===== src/rtl/tx_module_if.sv =====
// Byte-in / serial-out handshake bundle between a byte producer and the UART transmitter.
`timescale 1ns/1ps

interface tx_module_if;
  logic       i_tx_valid;
  logic [7:0] i_tx_byte;
  logic       o_tx_active;
  logic       o_tx_serial;
  logic       o_done;

  modport master (
    output i_tx_valid,
    output i_tx_byte,
    input  o_tx_active,
    input  o_tx_serial,
    input  o_done
  );

  modport slave (
    input  i_tx_valid,
    input  i_tx_byte,
    output o_tx_active,
    output o_tx_serial,
    output o_done
  );
endinterface


===== src/rtl/tx_module.sv =====
// 8N1 UART transmitter: start bit, eight data bits LSB first, stop bit.
// Each bit lasts BIT_CLK_PER clocks; o_done pulses one cycle at frame end.
`timescale 1ns/1ps

module tx_module #(
  parameter int unsigned BIT_CLK_PER = 868
) (
  input  logic        i_clk,
  input  logic        i_reset_n,
  tx_module_if.slave  bus
);

  localparam int unsigned CNT_W = (BIT_CLK_PER > 2) ? $clog2(BIT_CLK_PER) : 1;
  localparam logic [CNT_W-1:0] CNT_LAST = CNT_W'(BIT_CLK_PER - 1);
  localparam logic [2:0]       IDX_LAST = 3'd7;

  typedef enum logic [1:0] {
    ST_IDLE,
    ST_START,
    ST_DATA,
    ST_STOP
  } state_e;

  state_e           state_q,  state_d;
  logic [CNT_W-1:0] cnt_q,    cnt_d;
  logic [2:0]       idx_q,    idx_d;
  logic [7:0]       shift_q,  shift_d;
  logic             serial_q, serial_d;
  logic             active_q, active_d;
  logic             done_q,   done_d;

  logic             bit_end;
  logic [2:0]       idx_nxt;

  assign bit_end = (cnt_q == CNT_LAST);
  assign idx_nxt = idx_q + 3'd1;

  // Next-state and next-output computation; outputs leave the block through registers.
  always_comb begin
    state_d  = state_q;
    cnt_d    = cnt_q;
    idx_d    = idx_q;
    shift_d  = shift_q;
    serial_d = serial_q;
    active_d = active_q;
    done_d   = 1'b0;

    case (state_q)
      ST_IDLE: begin
        serial_d = 1'b1;
        active_d = 1'b0;
        if (bus.i_tx_valid) begin
          shift_d  = bus.i_tx_byte;
          active_d = 1'b1;
          serial_d = 1'b0;
          cnt_d    = '0;
          state_d  = ST_START;
        end
      end

      ST_START: begin
        if (bit_end) begin
          cnt_d    = '0;
          idx_d    = 3'd0;
          serial_d = shift_q[0];
          state_d  = ST_DATA;
        end else begin
          cnt_d = cnt_q + CNT_W'(1);
        end
      end

      ST_DATA: begin
        if (bit_end) begin
          cnt_d = '0;
          if (idx_q == IDX_LAST) begin
            serial_d = 1'b1;
            state_d  = ST_STOP;
          end else begin
            idx_d    = idx_nxt;
            serial_d = shift_q[idx_nxt];
          end
        end else begin
          cnt_d = cnt_q + CNT_W'(1);
        end
      end

      ST_STOP: begin
        if (bit_end) begin
          cnt_d    = '0;
          active_d = 1'b0;
          done_d   = 1'b1;
          state_d  = ST_IDLE;
        end else begin
          cnt_d = cnt_q + CNT_W'(1);
        end
      end

      default: begin
        serial_d = 1'b1;
        active_d = 1'b0;
        cnt_d    = '0;
        state_d  = ST_IDLE;
      end
    endcase
  end

  // Reset aborts any frame in flight and parks the line high.
  always_ff @(posedge i_clk or negedge i_reset_n) begin
    if (!i_reset_n) begin
      state_q  <= ST_IDLE;
      cnt_q    <= '0;
      idx_q    <= 3'd0;
      shift_q  <= 8'd0;
      serial_q <= 1'b1;
      active_q <= 1'b0;
      done_q   <= 1'b0;
    end else begin
      state_q  <= state_d;
      cnt_q    <= cnt_d;
      idx_q    <= idx_d;
      shift_q  <= shift_d;
      serial_q <= serial_d;
      active_q <= active_d;
      done_q   <= done_d;
    end
  end

  assign bus.o_tx_serial = serial_q;
  assign bus.o_tx_active = active_q;
  assign bus.o_done      = done_q;

endmodule


===== src/flat_wrapper.sv =====
// flat-port wrapper written by rule: the top's interface ports become plain ports
module tx_module_flat 
#(
  parameter int unsigned BIT_CLK_PER = 868
)
  (i_clk, i_reset_n, bus_i_tx_valid, bus_i_tx_byte, bus_o_tx_active, bus_o_tx_serial, bus_o_done);
  tx_module_if bus_i ();
  input  logic i_clk;
  input  logic i_reset_n;
  input wire logic [$bits(bus_i.i_tx_valid)-1:0] bus_i_tx_valid;
  input wire logic [$bits(bus_i.i_tx_byte)-1:0] bus_i_tx_byte;
  output wire logic [$bits(bus_i.o_tx_active)-1:0] bus_o_tx_active;
  output wire logic [$bits(bus_i.o_tx_serial)-1:0] bus_o_tx_serial;
  output wire logic [$bits(bus_i.o_done)-1:0] bus_o_done;
  assign bus_i.i_tx_valid = bus_i_tx_valid;
  assign bus_i.i_tx_byte = bus_i_tx_byte;
  assign bus_o_tx_active = bus_i.o_tx_active;
  assign bus_o_tx_serial = bus_i.o_tx_serial;
  assign bus_o_done = bus_i.o_done;
  tx_module #(.BIT_CLK_PER(BIT_CLK_PER)) u_core (.i_clk(i_clk), .i_reset_n(i_reset_n), .bus(bus_i));
endmodule

===== config.mk =====
export PLATFORM = sky130hd
export DESIGN_NAME = tx_module_flat
export DESIGN_NICKNAME = d
export VERILOG_FILES = /design/src/rtl/tx_module_if.sv /design/src/rtl/tx_module.sv /design/src/flat_wrapper.sv
export SDC_FILE = /design/constraint.sdc
export NUM_CORES = 1
export LEC_CHECK = 0
export ABC_CLOCK_PERIOD_IN_PS = 2700
export CAP_MARGIN = 0
export CORE_MARGIN = 4
export CORE_UTILIZATION = 30
export CTS_CLUSTER_SIZE = 25
export DETAILED_ROUTE_END_ITERATION = 8
export GPL_TIMING_DRIVEN = 1
export SLEW_MARGIN = 5
export SYNTH_ARGS = -nofsm -noshare
export SYNTH_HDL_FRONTEND = slang
export SYNTH_SLANG_ARGS = --single-unit

===== constraint.sdc =====
create_clock -name i_clk -period 2.7 [get_ports i_clk]
set_clock_uncertainty 0.2 [all_clocks]
set_input_delay 0.54 -clock i_clk [delete_from_list [all_inputs] [get_ports i_clk]]
set_output_delay 0.54 -clock i_clk [all_outputs]
set_load 0.005 [all_outputs]

Yosys cells after proc, flatten, opt, wreduce, memory -nomap -nowiden
Index checks and enable logic that the tools add are counted.
{"block": "classes", "addsub": 2, "magnitude_cmp": 1, "eq_ne": 11, "n_mux": 25, "reduce_logical": 10}
{"operator": "10-bit 2-to-1 mux", "count": 2}
{"operator": "10-bit case mux with 2 select lines", "count": 1}
{"operator": "10-bit by 1-bit adder with 10-bit output (second input constant)", "count": 1}
{"operator": "10-bit equality test (second input constant)", "count": 1}
{"operator": "2-bit 2-to-1 mux", "count": 5}
{"operator": "1-bit 2-to-1 mux", "count": 9}
{"operator": "3-bit 2-to-1 mux", "count": 3}
{"operator": "2-bit by 1-bit inequality test with 1-bit output (second input constant)", "count": 4}
{"operator": "2-bit case mux with 4 select lines", "count": 1}
{"operator": "3-bit case mux with 2 select lines", "count": 1}
{"operator": "5-bit AND reduction", "count": 1}
{"operator": "2-bit equality test (second input constant)", "count": 2}
{"operator": "3-bit by 4-bit less-than comparator with 1-bit output (second input constant)", "count": 1}
{"operator": "2-bit inequality test (second input constant)", "count": 2}
{"operator": "2-bit AND reduction", "count": 2}
{"operator": "4-bit AND reduction", "count": 1}
{"operator": "2-bit nonzero test", "count": 2}
{"operator": "3-bit by 1-bit adder with 3-bit output (second input constant)", "count": 1}
{"operator": "1-bit binary-select mux with 3-bit select", "count": 1}
{"operator": "3-bit equality test (second input constant)", "count": 1}
{"operator": "1-bit case mux with 3 select lines", "count": 1}
{"operator": "3-bit AND reduction", "count": 1}
{"operator": "3-bit nonzero test", "count": 1}
{"operator": "3-bit OR reduction", "count": 1}
{"operator": "3 further kinds", "count": 3}
{"block": "word_totals", "ff_bits": 26, "input_bits": 11, "out_inout_bits": 3, "word_cells": 56}

Depth between registers and ports, before layout
{"block": "logic_depth", "ltp_word": 6, "mapped_depth": 8, "mapped_depth_nobuf": 6}

Worst setup path after synthesis
Ideal clock, no wire load.
{"block": "synth_timing", "kind": "reg2reg", "start": "register u_core.idx_q[0]", "end": "register u_core.serial_q, in the netlist u_core.bus.o_tx_serial", "setup_time_ps": 60, "arrival_ps": 1802, "required_ps": 2440, "path_slack_ps": 638, "path_stages_with_launch": 7, "n_path_buf": 1, "synth_period_minus_slack_ps": 2062, "cell_sequence": "dfrtp_1 ha_1 buf_2 mux2i_1 mux4_2 a221oi_1 mux2_2"}
{"block": "synth_via", "elab_chain_cells": 6, "elab_cells_between_ends": 7, "classes_between": "add/sub (1); eq/ne (1); mux (5)"}
{"element": "from (decl)", "line_no": "tx_module.sv:26", "source": "logic [2:0] idx_q, idx_d;"}
{"element": "from (signal assigned)", "line_no": "tx_module.sv:120", "source": "idx_q <= idx_d;"}
{"element": "3-bit by 1-bit adder with 3-bit output", "line_no": "tx_module.sv:36", "source": "assign idx_nxt = idx_q + 3'd1;"}
{"element": "1-bit binary-select mux with 3-bit select", "line_no": "tx_module.sv:80", "source": "serial_d = shift_q[idx_nxt];"}
{"element": "1-bit 2-to-1 mux (not written as such)", "line_no": "tx_module.sv:80"}
{"element": "1-bit 2-to-1 mux (*)", "line_no": "tx_module.sv:75", "source": "if (idx_q == IDX_LAST) begin"}
{"element": "1-bit 2-to-1 mux (*)", "line_no": "tx_module.sv:73", "source": "if (bit_end) begin"}
{"element": "1-bit case mux with 3 select lines (*)", "line_no": "tx_module.sv:48", "source": "case (state_q)"}
{"element": "to (signal assigned)", "line_no": "tx_module.sv:122", "source": "serial_q <= serial_d;"}
{"element": "to (decl)", "line_no": "tx_module.sv:28", "source": "logic serial_q, serial_d;"}
Mark *: on every way between the ends. The rest lies on a longest branch, timed or not. The select of a mux whose other input is x is not followed.
A chain may end at the register's enable or synchronous reset.

Worst setup path in the final report
{"block": "layout_timing", "start": "register u_core.cnt_q[1]", "end": "register u_core.idx_q[0]"}
{"block": "layout_via", "elab_chain_cells": 3, "elab_cells_between_ends": 4, "classes_between": "eq/ne (3); reduce/logical (1)"}
{"element": "from (decl)", "line_no": "tx_module.sv:25", "source": "logic [CNT_W-1:0] cnt_q, cnt_d;"}
{"element": "from (signal assigned)", "line_no": "tx_module.sv:119", "source": "cnt_q <= cnt_d;"}
{"element": "10-bit equality test (*)", "line_no": "tx_module.sv:35", "source": "assign bit_end = (cnt_q == CNT_LAST);"}
{"element": "2-bit by 1-bit inequality test with 1-bit output (no source line)"}
{"element": "4-bit AND reduction (no source line) (*)"}
Mark *: on every way between the ends. The rest lies on a longest branch, timed or not.

==> out/metrics.csv <==
metric,value,unit
outcome,finished clean,
tightest_slew,0.451,ns
multiInputGateArea,707,µm²
hold_class,reg -> reg,
first_pass_iters,4,
dpl.hpwl,2.12,mm
ys_seq_area_share,46.5,%
start_util,31.5,%
route.detailed.drc,0,
utilization,37.3,%
die_w,76.3,µm
p_leak,0.695,nW
synth_nets,147,
ys_ff_latch,26,
post_cts.repair.setup_buffers,0,
syn_inst,129,
power,662,µW
synth_edf_count,0,
async_reset_ff_share,100,%
place_area,1600,µm²
grt_pass1_vias,1113,
core,4440,µm²
io_buffers,13,
antenna_found_initial,0,
crit_arrival,2.19,ns
min_path_cells,1,
ctsHoldBuffers,0,
ios,14,
grt_max_degree,27,
ff_latch_area,652,µm²
cts-buffers-inserted,3,
rr_startpoint,u_core.cnt_q[1],
cts_resized,0,
cts.htree.levels,1,
worst_r2r_path_depth,5,
rrSetupSlack,0.52,ns
vias_per_cell,5.39,
fmax,0.458,GHz
post-route-cell-area,1660,µm²
clockBufferDepth,2,
cap_violations,0,
grt_use_total,10.0,%
fin_crit_sh,80.9,%
dieArea,5830,µm²
gp_congestion,0.761,
holdWs,0.311,ns
maxSlewViolCount,0,
drt_iter0_drc,39,
critPathLaunchType,register,
critPathRequiredTime,2.71,ns
die_height,76.3,µm
ir_drop,0.206,mV
critPathMaxFanout,6,
crit_path_end_kind,register,
r2r-end,u_core.idx_q[0],
hold_violations,0,
antenna_cells,0,
ctsRootBufferMaster,clkbuf_8,
maxSlewHeadroom,69.9,%
ys.flop_type,dfrtp_1,
clk_pin_slew,0.09,ns
synth_area,1400,µm²
rows,24,
crit_type,reg -> reg,
ys_types,38,
drive_gt1_share,14.5,%
worstHoldEndpoint,u_core.shift_q[5],
cts_sinks,26,
p_per_area,399,nW/µm²
area_growth,18.3,%
yosysWarnings,0,
finalSetupViolations,0,
tns,0,ns
ant_nets,0,
overflow,0,
grt_setup_unrepaired,no,
nNetsFinal,164,
cts_tree,built,
min_from,u_core.shift_q[5],
layout_min_cycle_time,2.18,ns
fillers,445,
grt_pass1_wl,4.89,mm
drt_wl_total,2.80,mm
routed-via-count,1062,
layout_commonest_cell,dfrtp_1,
avgRoutedWirePerCell,14.2,µm
avgSynthCellArea,10.9,µm²
clock_latency,0.27,ns
final_cell_mix,"dfrtp_1 (25), clkdlybuf4s50_1 (13), o21ai_0 (11)",
report_power, final:
group          internal [mW]  switching, mW
Sequential             0.389              0
Combinational         0.0142        0.00980
Clock                  0.130          0.118
sequential cells by signal, indices dropped and copies added (netlist names):
name / count
u_core.bus.o_done: 1
u_core.bus.o_tx_active: 1
u_core.bus.o_tx_serial: 1
u_core.cnt_q: 10
u_core.idx_q: 3
u_core.shift_q: 8
u_core.state_q: 2
synth_stat cells, types with 2 or more instances:
cell type / number / area (µm²)
a211oi_1: 2 / 15.0
a21oi_1: 3 / 15.0
a22o_1: 2 / 17.5
a31oi_1: 6 / 37.5
clkbuf_1: 3 / 11.3
dfrtp_1: 25 / 626
ha_1: 7 / 87.6
inv_1: 7 / 26.3
mux2_2: 10 / 113
mux2i_1: 5 / 50.1
nand2_1: 5 / 18.8
nand2b_1: 3 / 18.8
nand3_1: 8 / 40.0
nand3b_1: 2 / 15.0
nand4_1: 2 / 12.5
nand4b_1: 2 / 17.5
nor2_1: 4 / 15.0
nor4_1: 3 / 18.8
o21ai_0: 11 / 55.1
stage by stage:
stage | std cells | setup slack [ns]
global route | 197 | 0.383
floorplan | 129 | 0.638
global placement | 193 | 0.575
CTS | 197 | 0.510
detailed placement | 193 | 0.533
finish | 197 | 0.516
worst max path at each step:
stage                                from                endpoint  slack, ns  cells past startpoint
after floorplan           u_core.idx_q[0]  u_core.bus.o_tx_serial       0.64                      6
after global placement    u_core.idx_q[0]  u_core.bus.o_tx_serial       0.57                      5
after detailed placement  u_core.idx_q[0]  u_core.bus.o_tx_serial       0.53                      5
after CTS                 u_core.idx_q[0]  u_core.bus.o_tx_serial       0.51                      5
after global routing      u_core.idx_q[0]  u_core.bus.o_tx_serial       0.38                      5
final                     u_core.cnt_q[1]         u_core.idx_q[0]       0.52                      5
final cells by class:
type / count / area share [%]
Inverter: 7 / 1.58
Tap cell: 52 / 3.92
Clock buffer: 4 / 3.32
Sequential cell: 26 / 39.3
Multi-Input combinational cell: 92 / 42.6
Timing Repair Buffer: 16 / 9.21
logic make-up (layout without fill, tap and decap cells):
family                     Yosys count  in the layout  synth area share, %
and+or+nand+nor                     36             36                 15.5
AOI/OAI and AO/OA                   32             32                 14.8
DFF                                 26             26                 46.5
muxes                               16             16                 13.2
buffers and inverters               11             27                 3.04
adders and majority gates            7              7                 6.25
xor gates and xnor gates             1              1                0.625
routing by layer:
metal | up-vias | global-route usage, % | share of wire [%]
met5 | - | 0 | 0
met4 | 0 | 3.80 | 1.7
met3 | 5 | 2.60 | 4.4
met2 | 28 | 16.5 | 47
met1 | 508 | 12.5 | 47
li1 | 521 | - | -
critical path, stage by stage, from the launching register on:
cell and delay (ns):
dfrtp_1 0.42, ha_1 0.24, nand4b_2 0.14, or4_4 0.54
or4b_1 0.48, nand3_1 0.10
Power figures use the tool's default switching activity.
